===== src/rtl/dma_pkg.sv =====
// Shared types and constants for the DMA datapath blocks.
package dma_pkg;

   localparam int unsigned MEM_DATA_WIDTH = 32;
   localparam int unsigned BURST_LEN_W    = 4;

   typedef logic [BURST_LEN_W-1:0] burst_len_t;

   typedef enum logic [1:0] {
      StIdle,
      StActive,
      StPushDone,
      StPopDone
   } burst_state_e;

endpackage


===== src/rtl/dma_burst_tracker.sv =====
// Burst tracker: counts accepted pushes/pops of one programmed burst and pulses
// push_finish / pop_finish the cycle after the final word on each side.
module dma_burst_tracker
   import dma_pkg::*;
#(
   parameter int unsigned LEN_W = BURST_LEN_W
) (
   input  logic             clk,
   input  logic             rstn,
   input  logic             flush,
   input  logic             wr_en,
   input  logic             rd_en,
   input  logic             burst_start,
   input  logic [LEN_W-1:0] burst_len,
   output logic             busy,
   output logic             push_finish,
   output logic             pop_finish
);

   burst_state_e     state;
   logic [LEN_W-1:0] len;
   logic [LEN_W-1:0] push_cnt;
   logic [LEN_W-1:0] pop_cnt;
   logic [LEN_W-1:0] push_nxt;
   logic [LEN_W-1:0] pop_nxt;
   logic             push_hit;
   logic             pop_hit;

   always_comb begin
      push_nxt = push_cnt + LEN_W'(wr_en);
      pop_nxt  = pop_cnt + LEN_W'(rd_en);
      push_hit = (push_nxt == len);
      pop_hit  = (pop_nxt == len);
   end

   assign busy = (state != StIdle);

   always_ff @(posedge clk) begin
      if (!rstn || flush) begin
         state       <= StIdle;
         len         <= '0;
         push_cnt    <= '0;
         pop_cnt     <= '0;
         push_finish <= 1'b0;
         pop_finish  <= 1'b0;
      end else begin
         push_finish <= 1'b0;
         pop_finish  <= 1'b0;
         case (state)
            StIdle: begin
               if (burst_start && (burst_len != '0)) begin
                  len      <= burst_len;
                  push_cnt <= '0;
                  pop_cnt  <= '0;
                  state    <= StActive;
               end
            end
            StActive: begin
               push_cnt <= push_nxt;
               pop_cnt  <= pop_nxt;
               if (push_hit && pop_hit) begin
                  push_finish <= 1'b1;
                  pop_finish  <= 1'b1;
                  state       <= StIdle;
               end else if (push_hit) begin
                  push_finish <= 1'b1;
                  state       <= StPushDone;
               end else if (pop_hit) begin
                  // Only reachable when words predating the burst are drained
                  pop_finish <= 1'b1;
                  state      <= StPopDone;
               end
            end
            StPushDone: begin
               pop_cnt <= pop_nxt;
               if (pop_hit) begin
                  pop_finish <= 1'b1;
                  state      <= StIdle;
               end
            end
            StPopDone: begin
               push_cnt <= push_nxt;
               if (push_hit) begin
                  push_finish <= 1'b1;
                  state       <= StIdle;
               end
            end
            default: state <= StIdle;
         endcase
      end
   end

endmodule


===== src/rtl/dma_burst_fifo.sv =====
// First-word-fall-through FIFO between DMA read and write engines, with
// burst completion tracking for descriptor sequencing.
module dma_burst_fifo
   import dma_pkg::*;
#(
   parameter int unsigned DATA_WIDTH = MEM_DATA_WIDTH,
   parameter int unsigned DEPTH      = 16,
   parameter int unsigned LEN_W      = BURST_LEN_W,
   parameter int unsigned AFULL_TH   = DEPTH - 4
) (
   input  logic                    clk,
   input  logic                    rstn,
   input  logic                    flush,
   input  logic                    push,
   input  logic [DATA_WIDTH-1:0]   push_data,
   input  logic                    pop,
   output logic [DATA_WIDTH-1:0]   pop_data,
   output logic                    full,
   output logic                    empty,
   output logic                    almost_full,
   output logic [$clog2(DEPTH):0]  count,
   input  logic                    burst_start,
   input  logic [LEN_W-1:0]        burst_len,
   output logic                    busy,
   output logic                    push_finish,
   output logic                    pop_finish
);

   localparam int unsigned AW = $clog2(DEPTH);
   localparam int unsigned PW = AW + 1;

   logic [DATA_WIDTH-1:0] mem [DEPTH];
   logic [PW-1:0]         wr_ptr;
   logic [PW-1:0]         rd_ptr;
   logic                  wr_en;
   logic                  rd_en;

   // Extra MSB on each pointer distinguishes full from empty
   assign full        = (wr_ptr[AW] != rd_ptr[AW]) && (wr_ptr[AW-1:0] == rd_ptr[AW-1:0]);
   assign empty       = (wr_ptr == rd_ptr);
   assign count       = wr_ptr - rd_ptr;
   assign almost_full = (count >= PW'(AFULL_TH));

   assign wr_en = push & ~full & ~flush;
   assign rd_en = pop & ~empty & ~flush;

   assign pop_data = empty ? '0 : mem[rd_ptr[AW-1:0]];

   always_ff @(posedge clk) begin
      if (!rstn || flush) begin
         wr_ptr <= '0;
         rd_ptr <= '0;
      end else begin
         if (wr_en) wr_ptr <= wr_ptr + 1'b1;
         if (rd_en) rd_ptr <= rd_ptr + 1'b1;
      end
   end

   always_ff @(posedge clk) begin
      if (wr_en) mem[wr_ptr[AW-1:0]] <= push_data;
   end

   dma_burst_tracker #(
      .LEN_W(LEN_W)
   ) u_tracker (
      .clk        (clk),
      .rstn       (rstn),
      .flush      (flush),
      .wr_en      (wr_en),
      .rd_en      (rd_en),
      .burst_start(burst_start),
      .burst_len  (burst_len),
      .busy       (busy),
      .push_finish(push_finish),
      .pop_finish (pop_finish)
   );

endmodule

===== config.mk =====
export PLATFORM = sky130hd
export DESIGN_NAME = dma_burst_fifo
export DESIGN_NICKNAME = d
export VERILOG_FILES = /design/src/rtl/dma_pkg.sv /design/src/rtl/dma_burst_tracker.sv /design/src/rtl/dma_burst_fifo.sv
export SDC_FILE = /design/constraint.sdc
export NUM_CORES = 1
export LEC_CHECK = 0
export ABC_AREA = 1
export BUFFER_PORTS_ARGS = -buffer_cell sky130_fd_sc_hd__buf_2
export CAP_MARGIN = 10
export CORE_ASPECT_RATIO = 1.5
export CORE_MARGIN = 2
export CORE_UTILIZATION = 30
export CTS_CLUSTER_SIZE = 30
export DETAILED_ROUTE_END_ITERATION = 12
export SYNTH_ARGS = -nofsm -noshare
export SYNTH_HDL_FRONTEND = slang
export SYNTH_HIERARCHICAL = 1
export SYNTH_SLANG_ARGS = --single-unit

===== constraint.sdc =====
create_clock -name clk -period 4.1 [get_ports clk]
set_input_delay 0.41 -clock clk [delete_from_list [all_inputs] [get_ports clk]]
set_output_delay 0.41 -clock clk [all_outputs]
set_load 0.005 [all_outputs]

# Word-level counts from Yosys, hierarchy flattened
# Memories as Yosys holds them, arrays and structs flattened. A register that Yosys moved wholly into a read port is not among the register bits.
# Index checks and enable logic that the tools add are counted.
# op_classes
muxes	22
n_addsub	5
n_eq_ne	12
reduce_logical	16
bitwise	7
magnitude_cmp	1
# op_table
cell	n
2-to-1 mux 32 bit	1
one-hot mux 4 bit (2 select lines)	2
== test 4 bit	3
2-to-1 mux 2 bit	6
2-to-1 mux 4 bit	3
adder 5 x 1 -> 5 bit (second input constant)	2
adder 4 x 1 -> 4 bit	2
one-hot mux 2 bit (4 select lines)	1
2-to-1 mux 1 bit	7
!= test 2 x 1 -> 1 bit (second input constant)	3
AND reduction 2 bit	3
nonzero test 2 bit	3
== test 5 bit	1
greater-or-equal comparator 5 x 4 -> 1 bit (second input constant)	1
subtractor 5 bit	1
bitwise AND 1 bit	4
== test 2 bit (second input constant)	2
!= test 4 x 1 -> 1 bit (second input constant)	1
one-hot mux 1 bit (2 select lines)	2
AND reduction 4 bit	1
nonzero test 4 bit	1
OR reduction 2 bit	2
logical AND 1 bit	3
NOT 1 bit	3
5 further kinds	5
# word_totals
mem_bits_rw	512
n_memories	1
elab_cells	72
reg_bits	26
# memory_table
memory	depth	width	read_ports	rd_clocked_by_memory_dff	wr	line	source
mem	16	32	1	1	1	dma_burst_fifo.sv:32	logic [DATA_WIDTH-1:0] mem [DEPTH];

# Depth between registers and ports, before layout
# logic_depth
ltp_word	10
ltp_mapped	22
mapped_depth_nobuf	22

# Modules after synthesis
# Netlist, hierarchy kept.
# modules_own_cells
mod	cells_per_inst	area_each_um2	n_inst
dma_burst_fifo	1810	21519.4	1
dma_burst_tracker	145	1011.0	1

# Least setup slack after synthesis
# No wires, ideal clock.
# synth_path
kind	register to register
startpoint	register rd_ptr[2]
endpoint	memory mem[0][0] (netlist name), enable pin
stages_incl_launch_ff	10
required_time_ns	3.679
slack_ns	1.038
setup_ns	0.421
arrival_time_ns	2.641
n_path_buf	0
synth_period_minus_slack_ns	3.062
cell_sequence	dfxtp_1 inv_1 ha_1 nand2_1 nor2_1 nand2_1 nand2_2 inv_2 nand2_1 nor2_1
# synth_via
elab_chain_len	7
# synth_rtl
item	line	source
start: declaration	dma_burst_fifo.sv:34	logic [PW-1:0] rd_ptr;
start signal: assignment	dma_burst_fifo.sv:55	if (rd_en) rd_ptr <= rd_ptr + 1'b1;
== test 4 bit	dma_burst_fifo.sv:39	assign full = (wr_ptr[AW] != rd_ptr[AW]) && (wr_ptr[AW-1:0] == rd_ptr[AW-1:0]);
logical AND 1 bit	dma_burst_fifo.sv:39	
NOT 1 bit	dma_burst_fifo.sv:44	assign wr_en = push & ~full & ~flush;
bitwise AND 1 bit (2 in series)	dma_burst_fifo.sv:44	
net wr_en	dma_burst_fifo.sv:35	logic wr_en;
2-to-1 mux 1 bit	dma_burst_fifo.sv:60	if (wr_en) mem[wr_ptr[AW-1:0]] <= push_data;
2-to-1 mux 1 bit (implied by the code)	dma_burst_fifo.sv:60	
end: declaration	dma_burst_fifo.sv:32	
# The timed path passes the listed nets, and every way through them passes these cells.

==> flow_summary.yaml <==
run_status:
  outcome: "finished, final reports clean"
routing:
  antenna_left: 0
  drc_errors: 0
  vias: 14700
  first_pass_iters: 6
  viasPerCell: 4.82
  totalWireLength_mm: 56.2
  wl_per_cell_um: 18.4
  drt-initial-drc-count: 1481
layout:
  post-route-util_pct: 34.4
  nFillCells: 7229
  multiInputGateArea_mm2: 0.00573
  layout-drive-gt1-share_pct: 11.5
  seqCellArea_mm2: 0.0160
  finalNonFillerCells: 3053
  nets: 2075
  area_growth_pct: 14.0
timing:
  post-route-min-period_ns: 3.39
  setup_ws_ns: 0.710
  rsz0062_at_grt: "false"
  final_max_slew_viol_count: 0
  setup_viol: 0
  timing.fmax_ghz: 0.295
  fin_skew_ns: 0.0136
  tightest_slew_ns: 1.18
  slew_headroom_pct: 21.4
  period_share_pct: 82.7
  tns_ns: 0
  final-hold-violation-count: 0
clock_network:
  post_cts_buffers: 0
  holdBufCountCts: 0
  post_cts_resized: 0
  clock_sinks: 542
  clk_pin_slew_ns: 0.07
  numCtsBuffers: 49
  clk_latency_ns: 0.58
  cts_max_path_buffers: 3
  clock-root-buffer: "clkbuf_16"
  cts_tree: "done"
  h-tree-depth: 2
synthesis:
  synthDistinctLibCells: 36
  synth-simple-area-share_pct: 21.8
  synth_cells: 1955
  synth_adder_area_share_pct: 1.03
  synth_area_leaders: "edfxtp_1 68%, nand2_1 12%, nand3_1 9.0%, dfxtp_1 2.7%, buf_6 1.2%"
  yosys.area.top_type: "edfxtp_1"
  avgSynthCellArea_um2: 11.5
  synth_compound_area_share_pct: 1.69
  synth_most_common_cell: "nand2_1"
  synth_top_family_by_area: "simple AND/OR/NAND/NOR gates"
  synth_top_area_share_pct: 68.2
  ys_warn_count: 6
  synthFlopType: "edfxtp_1"
  synth_enable_flop_cells: 512
  yosys-top-cells-count: "700 x nand2_1, 512 x edfxtp_1, 406 x nand3_1, 47 x a21oi_1, 41 x inv_1"
  syn-num-nets: 2015
  synth_seq_cells: 542
  synthMuxAreaShare_pct: 0
  ys_async_sr_fraction_pct: 0
  synthesis.area_mm2: 0.0225
  synth_xor_area_share_pct: 0.350
  ys_seq_area_share_pct: 70.9
worst_setup_path:
  r2r-start: "rd_ptr[2]$_SDFFE_PP0P_"
  crit_required_ns: 3.69
  cp_slowest_cell: "inv_6"
  reg2reg_to: "u_tracker/state[1]$_SDFFE_PP0P_"
  end_kind: "output port"
  arrival_ns: 2.98
  path_cells: "inv_6, buf_4, nand3_1, nand3_1, nand2_1, nand2_1, a21oi_1, buf_2"
  crit_fanout: 94
  critPathBufInv: 3
  cpLargestDelayFamily: "buffers and inverters"
  worstSetupStartpointType: "register"
  cp_slowest_stage_delay_ns: 0.61
  crit_type: "register to output port"
  r2r_cells: 20
  reg2reg_slack_ns: 0.99
worst_hold_path:
  holdPathStages: 3
  min_from: "burst_len[3]"
  worstHoldEndpoint: "u_tracker/len[3]$_SDFFE_PP0P_"
  hp-class: "primary input to register"
pwr:
  p_total_mw: 11.4
  swShare_pct: 20.1
  comb_power_share_pct: 3.2
  p_seq_share_pct: 53.6
  leakagePower_nw: 9.21
  vdd_drop_max_mv: 0.304
  p_int_mw: 9.07
  pwr-share-clk_pct: 43.3
  power_switching_mw: 2.28
  power_density_mw_per_mm2: 442
global_routing:
  grt_pass1_wl_mm: 85.3
  grt_max_degree: 219
  global_route.usage.total_pct: 14.3
  grt_pass1_vias: 14600
  antenna_found_initial: 7
  grt-ovfl-total: 0
floorplanning:
  die_area_mm2: 0.0774
  ioPinCount: 85
  dieWidth_um: 228
  die_h_um: 340
  coreArea_mm2: 0.0746
  initial_utilization_pct: 30.2
  num_rows: 123
placement:
  dp_slack_ns: 1.04
  dpl.cell_count: 2964
  gp_congestion: 0.768
  hpwl_mm: 30.6
  io_buffers: 84
job:
  maxCapViolCount: 0
cells by family after synthesis:
family / after synthesis
buffers and inverters: 157
AO/OA/AOI/OAI: 71
XOR/XNOR: 9
AND/OR/NAND/NOR: 1158
adder cells (fa/ha/maj): 18
flip-flops: 542
flip-flops by register name, summed over array words and instances, names as in the netlist, named ones only:
signal,count
rd_ptr,5
u_tracker/state,2
wr_ptr,5
u_tracker/push_finish,1
u_tracker/pop_finish,1
u_tracker/len,4
u_tracker/push_cnt,4
u_tracker/pop_cnt,4
mem,512
per-stage QoR:
step	hold WS (ns)	cell area, µm²
2_1_floorplan	0.456	22500
3_3_place_gp	0.479	24000
3_5_place_dp	0.482	24000
4_1_cts	0.0965	25700
5_1_grt	0.127	25700
6_report	0.125	25700
power groups by stage:
| stage | Sequential (mW) | Clock, mW | Combinational [mW] |
|---|---|---|---|
| 3_5_place_dp | 6.20 | 0 | 0.359 |
| 5_1_grt | 6.08 | 5.20 | 0.400 |
| 2_1_floorplan | 6.20 | 0 | 0.187 |
| 6_report | 6.08 | 4.91 | 0.358 |
| 3_3_place_gp | 6.20 | 0 | 0.348 |
| 4_1_cts | 6.08 | 5.00 | 0.361 |
cell type report:
cell class / instances / area share [%]
flip-flops and latches: 542 / 62.2
well taps: 1000 / 4.87
repair buffers: 120 / 3.18
multi-input cells: 1256 / 22.3
clock inverters: 31 / 1.63
inverters: 46 / 0.711
diodes: 1 / 0.00974
clock buffers: 57 / 5.06
worst register-to-register path, delay by kind of cell (launching register included):
kind | cells | cell delay [ns]
AND/OR/NAND/NOR | 13 | 1.29
adder cells (fa/ha/maj) | 3 | 0.93
flip-flops | 1 | 0.41
buffers and inverters | 3 | 0.26
AO/OA/AOI/OAI | 1 | 0.18
worst max-delay path by stage:
| stage | from | endpoint | cells after the start |
|---|---|---|---|
| 3_3_place_gp | rd_ptr[2]$_SDFFE_PP0P_ | u_tracker/state[0]$_SDFFE_PP0P_ | 19 |
| 2_1_floorplan | rd_ptr[2]$_SDFFE_PP0P_ | mem[0][0]$_DFFE_PP_ | 9 |
| 6_report | register | pop_data[12] | 8 |
| 5_1_grt | register | pop_data[12] | 8 |
| 4_1_cts | register | pop_data[12] | 8 |
| 3_5_place_dp | rd_ptr[2]$_SDFFE_PP0P_ | u_tracker/state[1]$_SDFFE_PP0P_ | 20 |
cell usage in the layout, fill, tap and decap left out, types with 4 or more instances in the layout:
master	count
clkinv_2	6
a21oi_1	47
buf_4	26
nand2_2	8
nor2_1	15
o21ai_0	12
nand2_1	700
clkbuf_1	6
bufinv_16	10
inv_1	39
inv_2	4
o21ai_1	6
inv_6	4
edfxtp_1	512
ha_1	17
nand4_1	5
clkinv_1	9
nor2_4	16
xor2_1	6
clkbuf_16	51
buf_2	84
nand3_1	406
dfxtp_1	26
buf_12	10
per-layer routing:
layer  wire (µm)  GRT usage [%]  vias to the layer above
li1            -              -                     6920
met3        2780           1.82                      138
met1       22000           16.5                     7232
met4        2310           6.35                        2
met2       29100           26.3                      422
met5          11              0                        -
No activity file was read; power rests on OpenSTA's default activity.
